<file path="src/rtl/mem_access_ctrl.sv">
// MEM-stage access sequencer for the pipelined LC-3b: drives data-memory port b
// for word/byte loads and stores and the two-access indirect (LDI/STI) forms.
module mem_access_ctrl #(
  parameter int unsigned DATA_W  = 16,
  parameter int unsigned ADDR_W  = 16,
  parameter int unsigned TIMEOUT = 0
) (
  input  logic                    clk,
  input  logic                    rst_n,
  input  logic                    req_valid,
  output logic                    req_ready,
  input  logic [2:0]              req_op,
  input  logic [ADDR_W-1:0]       req_addr,
  input  logic [DATA_W-1:0]       req_wdata,
  output logic                    done,
  output logic                    err,
  output logic [DATA_W-1:0]       rdata,
  output logic [ADDR_W-1:0]       mem_address,
  output logic                    mem_read_b,
  output logic                    mem_write_b,
  output logic [DATA_W/8-1:0]     mem_byte_enable_b,
  output logic [DATA_W-1:0]       mem_wdata_b,
  input  logic [DATA_W-1:0]       mem_rdata_b,
  input  logic                    mem_resp_b
);

  localparam int unsigned LANES = DATA_W / 8;
  localparam int unsigned LB    = (LANES > 1) ? $clog2(LANES) : 1;
  localparam int unsigned TW    = (TIMEOUT > 1) ? $clog2(TIMEOUT) : 1;
  localparam int unsigned TLIM  = (TIMEOUT > 0) ? TIMEOUT - 1 : 0;

  localparam logic [2:0] OP_LDW = 3'd0;
  localparam logic [2:0] OP_LDB = 3'd1;
  localparam logic [2:0] OP_STW = 3'd2;
  localparam logic [2:0] OP_STB = 3'd3;
  localparam logic [2:0] OP_LDI = 3'd4;
  localparam logic [2:0] OP_STI = 3'd5;

  typedef enum logic [1:0] {S_IDLE, S_ACC, S_GAP, S_DONE} state_t;

  state_t              state_q, state_d;
  logic [2:0]          op_q;
  logic [ADDR_W-1:0]   addr_q;
  logic [DATA_W-1:0]   wdata_q;
  logic                phase_q;
  logic [DATA_W-1:0]   rdata_q;
  logic                err_q;
  logic [TW-1:0]       tcnt_q;

  logic                op_legal;
  logic                word_op;
  logic                indirect;
  logic                is_wr;
  logic                timeout_hit;
  logic [LB-1:0]       lane;
  logic [7:0]          rdata_byte;
  logic [DATA_W-1:0]   load_data;
  logic [ADDR_W-1:0]   addr_word;
  logic [LANES-1:0]    be_onehot;
  logic [DATA_W-1:0]   wdata_rep;

  assign op_legal    = (req_op <= OP_STI);
  assign word_op     = !((op_q == OP_LDB) || (op_q == OP_STB));
  assign indirect    = (op_q == OP_LDI) || (op_q == OP_STI);
  assign is_wr       = (op_q == OP_STW) || (op_q == OP_STB) || ((op_q == OP_STI) && phase_q);
  assign timeout_hit = (TIMEOUT > 0) && (tcnt_q == TW'(TLIM));
  assign lane        = (LANES > 1) ? addr_q[LB-1:0] : '0;
  assign rdata_byte  = 8'(mem_rdata_b >> {lane, 3'b000});
  assign addr_word   = addr_q & ~ADDR_W'(LANES - 1);
  assign be_onehot   = LANES'(1) << lane;
  assign wdata_rep   = {LANES{wdata_q[7:0]}};

  // Final-access result; stores complete with zero.
  always_comb begin
    load_data = '0;
    case (op_q)
      OP_LDB:         load_data = DATA_W'(rdata_byte);
      OP_LDW, OP_LDI: load_data = mem_rdata_b;
      default:        load_data = '0;
    endcase
  end

  always_ff @(posedge clk) begin
    if (!rst_n) state_q <= S_IDLE;
    else        state_q <= state_d;
  end

  always_comb begin
    state_d = state_q;
    case (state_q)
      S_IDLE: if (req_valid) state_d = op_legal ? S_ACC : S_DONE;
      S_ACC: begin
        // A response in the same cycle as the limit still completes normally.
        if (mem_resp_b)       state_d = (indirect && !phase_q) ? S_GAP : S_DONE;
        else if (timeout_hit) state_d = S_DONE;
      end
      S_GAP:   state_d = S_ACC;
      S_DONE:  state_d = S_IDLE;
      default: state_d = S_IDLE;
    endcase
  end

  // Request capture, pointer chase, result capture and per-access timeout count.
  always_ff @(posedge clk) begin
    if (!rst_n) begin
      op_q    <= OP_LDW;
      addr_q  <= '0;
      wdata_q <= '0;
      phase_q <= 1'b0;
      rdata_q <= '0;
      err_q   <= 1'b0;
      tcnt_q  <= '0;
    end else begin
      case (state_q)
        S_IDLE: begin
          if (req_valid) begin
            op_q    <= req_op;
            addr_q  <= req_addr;
            wdata_q <= req_wdata;
            phase_q <= 1'b0;
            rdata_q <= '0;
            err_q   <= !op_legal;
            tcnt_q  <= '0;
          end
        end
        S_ACC: begin
          if (mem_resp_b) begin
            if (indirect && !phase_q) begin
              addr_q  <= mem_rdata_b[ADDR_W-1:0];
              phase_q <= 1'b1;
            end else begin
              rdata_q <= load_data;
            end
          end else if (timeout_hit) begin
            err_q   <= 1'b1;
            rdata_q <= '0;
          end else begin
            tcnt_q <= TW'(tcnt_q + 1'b1);
          end
        end
        S_GAP:   tcnt_q <= '0;
        default: ;
      endcase
    end
  end

  // Moore decode of the registered state.
  always_comb begin
    req_ready         = 1'b0;
    done              = 1'b0;
    err               = 1'b0;
    rdata             = '0;
    mem_address       = '0;
    mem_read_b        = 1'b0;
    mem_write_b       = 1'b0;
    mem_byte_enable_b = '1;
    mem_wdata_b       = '0;
    case (state_q)
      S_IDLE: req_ready = 1'b1;
      S_ACC: begin
        mem_address = word_op ? addr_word : addr_q;
        mem_read_b  = !is_wr;
        mem_write_b = is_wr;
        if (is_wr) begin
          mem_byte_enable_b = (op_q == OP_STB) ? be_onehot : '1;
          mem_wdata_b       = (op_q == OP_STB) ? wdata_rep : wdata_q;
        end
      end
      S_DONE: begin
        done  = 1'b1;
        err   = err_q;
        rdata = rdata_q;
      end
      default: ;
    endcase
  end

endmodule

</file>
<file path="config.mk">
export PLATFORM = sky130hd
export DESIGN_NAME = mem_access_ctrl
export DESIGN_NICKNAME = d
export VERILOG_FILES = /design/src/rtl/mem_access_ctrl.sv
export SDC_FILE = /design/constraint.sdc
export NUM_CORES = 1
export LEC_CHECK = 0
export CORE_MARGIN = 2
export CORE_UTILIZATION = 45
export CTS_BUF_LIST = sky130_fd_sc_hd__clkbuf_4
export DETAILED_ROUTE_END_ITERATION = 6
export PLACE_DENSITY = 0.86
export SLEW_MARGIN = 20
export SYNTH_ARGS = -nofsm -noshare
export SYNTH_HDL_FRONTEND = slang
export SYNTH_SLANG_ARGS = --single-unit
export TNS_END_PERCENT = 30
</file>
<file path="constraint.sdc">
create_clock -name clk -period 2.4 [get_ports clk]
set_clock_uncertainty 0.1 [all_clocks]
set_input_delay 0.24 -clock clk [delete_from_list [all_inputs] [get_ports clk]]
set_output_delay 0.24 -clock clk [all_outputs]
set_load 0.03 [all_outputs]
</file>
=== Word-level counts from Yosys, hierarchy flattened ===
Index checks and enable logic that the tools add are counted.

* Bits in registers: 55
* Input bits: 55
* Output and inout bits: 55
* Word-level logic and storage cells: 71

* $lt $le $gt $ge: 1
* Equality and inequality tests: 12
* Shift-type cells: 2
* Multiplexer cells: 32
* Reduce and logical (&&, ||, !) cells: 17

{| class="wikitable"
|+ Operator list
! kind !! count
|-
| $mux 16 || 11
|-
| $pmux 16 s2 || 3
|-
| $shr 16x4->8 || 1
|-
| $mux 2 || 6
|-
| $mux 1 || 10
|-
| $ne 2x2->1 const B || 4
|-
| $pmux 2 s4 || 1
|-
| $reduce_and 4->1 || 2
|-
| $eq 3x2->1 const B || 2
|-
| $eq 3x3->1 const B || 2
|-
| $eq 2x2->1 const B || 2
|-
| $logic_or 1x1->1 || 4
|-
| $reduce_and 2->1 || 2
|-
| $eq 3x1->1 const B || 1
|-
| $le 3x3->1 const B || 1
|-
| $logic_not 1->1 || 3
|-
| $logic_not 3->1 || 1
|-
| $eq 2x1->1 const B || 1
|-
| $logic_and 1x1->1 || 2
|-
| $logic_not 2->1 || 1
|-
| $pmux 1 s2 || 1
|-
| $reduce_bool 2->1 || 1
|-
| $reduce_or 2->1 || 1
|-
| $shl 1x1->2 const A || 1
|}

=== Longest topological paths before layout ===
* Depth in word-level cells: 6
* Mapped depth: 7
* Mapped depth without buffers: 4

=== Least setup slack after synthesis ===
OpenSTA, ideal clock, no wires.

* Kind: reg-to-output
* Start point: reg state_q[0]
* End point: out mem_wdata_b[10]
* Arrival: 1.717 ns
* Required time: 2.060 ns
* Slack: 0.343 ns
* Stages on the path, launching flop included: 7
* Path through: dfxtp_1 -> buf_2 -> nor2b_1 -> buf_2 -> clkbuf_1 -> nand2_1 -> a21oi_1

* Cells in the longest elaborated chain, start to end: 2

{| class="wikitable"
|+ RTL lines
! element !! line !! source
|-
| start, declared || 41 || <nowiki>state_t state_q, state_d;</nowiki>
|-
| start signal, assigned || 85 || <nowiki>else state_q <= state_d;</nowiki>
|-
| $eq 2x1->1 || 158 || <nowiki>case (state_q)</nowiki>
|-
| $mux 16 || 158 ||
|-
| end, declared || 22 || <nowiki>output logic [DATA_W-1:0] mem_wdata_b,</nowiki>
|}

No other way between the ends.

=== Final worst setup path ===
* Start point: reg state_q[1]
* End point: out rdata[11]

* Cells in the longest elaborated chain, start to end: 2

{| class="wikitable"
|+ RTL lines
! element !! line !! source
|-
| $eq 2x2->1 || 158 ||
|-
| $mux 16 || 158 ||
|-
| end, declared || 17 || <nowiki>output logic [DATA_W-1:0] rdata,</nowiki>
|}

No other way between the ends.

==> reports/results.ini <==
[run_status]
run_status = complete, no violations

[worst_hold_path]
worst_hold_path_type = in -> reg
min_path_cells = 3
hold-path-endpoint = wdata_q[11]
hold_start = req_wdata[11]

[sta]
timing.final.max_slew_violations = 0
post-route-min-period_ps = 2300
grt_setup_unrepaired = no
worst_slew_margin_rel_pct = 53.0
final.setup.tns_ps = 0
setup_ws_ps = 105
layout_worst_path_cycle_share_pct = 95.6
worst-slew-pin-transition_ps = 699
max_freq_mhz = 436
final-setup-viol-count = 0
report.final.hold_viol_count = 0

[pwr]
combinational_power_share_pct = 27.0
peakVddDrop_v = 0.000376
p_leak_nw = 1.73
internal_power_mw = 1.34
netSwitchingPower_mw = 0.645
power.sequential.fraction_pct = 52.6
switching_share_pct = 32.4
clkPwrFrac_pct = 20.4
powerDensity_nw_per_um2 = 510

[grt]
grt_start_max_net_pins = 38
global_route_total_usage_across_every_layer_pct = 22.4
overflow_left_after_global_routing = 0
first_pass_grt_wire_length_um = 11800
grt_pass1_vias = 2461
antenna_violations_before_repair = 0

[yosys]
yosys.cell_types.count = 35
post_synthesis_cells = 359
syn-num-nets = 414
synth_edf_count = 0
synth-async-reset-ratio_pct = 0
dominantRegCellSynth = sky130_fd_sc_hd__dfxtp_1
postSynthAreaPerCell_sq_um = 7.64
synth.top_cells.by_area = sky130_fd_sc_hd__dfxtp_1 (40%), sky130_fd_sc_hd__nand2_1 (13%), sky130_fd_sc_hd__a311oi_2 (7.7%), sky130_fd_sc_hd__a21oi_1 (6.6%), sky130_fd_sc_hd__and3_1 (6.2%)
synth_top_cell_area_share_pct = 40.1
synthesis.yosys.warnings = 0
ys_ff_latch = 55
dominant_cell_type_by_area_after_synthesis = sky130_fd_sc_hd__dfxtp_1
synth-seq-area-share_pct = 40.1
synth.cell_area_sq_um = 2740

[worst_setup_path]
setup.worst_path.end_class = output port
worstReg2RegStart = op_q[2]
required_ps = 2060
worstRegToRegCells = 5
rrSetupSlack_ps = 470
setup.worst_path.class = reg -> out
largest_fanout_of_any_net_on_the_critical_path = 23
timing.critical_path.from_type = flip-flop
rr_endpoint = addr_q[10]
cp.arrival_ps = 1960

[drt]
firstDrtPassIters = 4
route.vias.total = 2846
remaining_drc_errors = 0
ant_nets = 0
viasPerCell = 5.36
dr.first_iter.drc_count = 173
routedWlPerCell_um = 14.9
wl_um = 7900

[finish]
finalNonFillerCells = 531
mostFrequentLayoutCells = sky130_fd_sc_hd__nand2_1 (92), sky130_fd_sc_hd__clkdlybuf4s50_1 (66), sky130_fd_sc_hd__dfxtp_1 (53)
syn_to_final_growth_pct = 42.0
insertedDiodeCount = 0
fin_util_pct = 65.8
n_fill_cell = 512
mostFrequentLayoutCell = sky130_fd_sc_hd__nand2_1
drive_gt1_share_pct = 16.7
finalNetCount = 510

[floorplanning]
fp.dieArea_sq_um = 6740
die_h_um = 82.1
die_width_um = 82.1
rows = 28
initial_core_util_pct = 46.3
ioPinCount = 110
core_area_sq_um = 5920

[clock_tree]
ctsRootBufferMaster = sky130_fd_sc_hd__clkbuf_4
clock_network_latency_to_the_later_pin_of_the_worst_skew_pair_ps = 370
clockBufferDepth = 2
cts.hold.buffers_added = 0
clock_tree_from_tritoncts = done
h-tree-depth = 2
numCtsBuffers = 5
clkTransAtPathRegs_ps = 160
cts_setup_buffers = 0
clock_sink_count = 55

[placement]
detailedPlace.worstSlack_ps = 401
dp.final_hpwl_um = 5900
port_buffers = 109
place_congestion = 0.917
placed_cells = 523

[job]
drv_cap = 0

## power groups by stage
stage	Sequential (mW)	Combinational [mW]	Clock [mW]
finish	1.05	0.537	0.405
global route	1.06	0.587	0.449
CTS	1.04	0.538	0.409
detailed placement	1.06	0.536	0
global placement	1.06	0.524	0
floorplan	1.04	0.348	0
## cell families after synthesis
logic type             after synthesis  synth area share, %
buffers and inverters               36                 5.70
AOI/OAI and AO/OA                   83                 22.3
and+or+nand+nor                    184                 31.6
DFF                                 55                 40.1
muxes                                1                0.365
## worst max-delay path, stage by stage, from the launching register on
cell and delay [ps]:
sky130_fd_sc_hd__dfxtp_1 460, sky130_fd_sc_hd__buf_4 270, sky130_fd_sc_hd__and3_1 180, sky130_fd_sc_hd__clkdlybuf4s50_1 670
## layout make-up
type | instances | area (sq um) | area share [%]
Clock inverter | 3 | 20.0 | 0.514
Timing Repair Buffer | 121 | 1130 | 29.0
Inverter | 4 | 15.0 | 0.385
Sequential cell | 55 | 1100 | 28.3
Multi-Input combinational cell | 268 | 1490 | 38.4
Clock buffer | 5 | 37.5 | 0.964
Tap cell | 75 | 93.8 | 2.41
## sequential cells by signal, summed over array words and instances, names as in the netlist
signal   flops
op_q         3
wdata_q     16
addr_q      16
phase_q      1
err_q        1
rdata_q     16
state_q      2
## worst max-delay path by stage
stage,cells past startpoint,from,slack [ps],end
2_1_floorplan,6,state_q[0],340,mem_wdata_b[10]
3_3_place_gp,3,state_q[0],430,mem_byte_enable_b[1]
3_5_place_dp,3,op_q[1],400,mem_byte_enable_b[1]
4_1_cts,4,op_q[0],10,mem_byte_enable_b[1]
5_1_grt,3,state_q[1],1,rdata[13]
6_report,3,state_q[1],100,rdata[11]
## what timing repair did
item	4_1_cts	5_1_grt
resized for setup	2	9
endpoints found under the setup margin	17	9
pin swaps	0	0
## cells in the mapped netlist, types with 2 or more instances
master,count
sky130_fd_sc_hd__nor2_1,20
sky130_fd_sc_hd__clkbuf_1,26
sky130_fd_sc_hd__a22oi_1,7
sky130_fd_sc_hd__nand2_1,92
sky130_fd_sc_hd__a21oi_1,36
sky130_fd_sc_hd__a311oi_2,14
sky130_fd_sc_hd__nand3_1,17
sky130_fd_sc_hd__buf_2,2
sky130_fd_sc_hd__a311oi_1,2
sky130_fd_sc_hd__nor2b_1,2
sky130_fd_sc_hd__inv_1,4
sky130_fd_sc_hd__buf_6,2
sky130_fd_sc_hd__and3_1,27
sky130_fd_sc_hd__dfxtp_1,55
sky130_fd_sc_hd__o21ai_0,18
sky130_fd_sc_hd__and2_1,16
## metal layers
metal	track usage [%]	vias to the layer above	wire length [um]
met5	0	-	0
met4	8.50	0	163
met3	3.08	12	385
met2	36.0	81	3830
met1	30.5	1325	3520
li1	-	1428	-
## per-stage QoR
step	hold slack [ps]	total power [mW]	area (sq um)
floorplan	270	1.39	2740
CTS	281	1.99	3870
finish	289	1.99	3890
detailed placement	348	1.60	3810
global placement	341	1.58	3810
global route	269	2.09	3890
(Power assumes the default switching activity.)
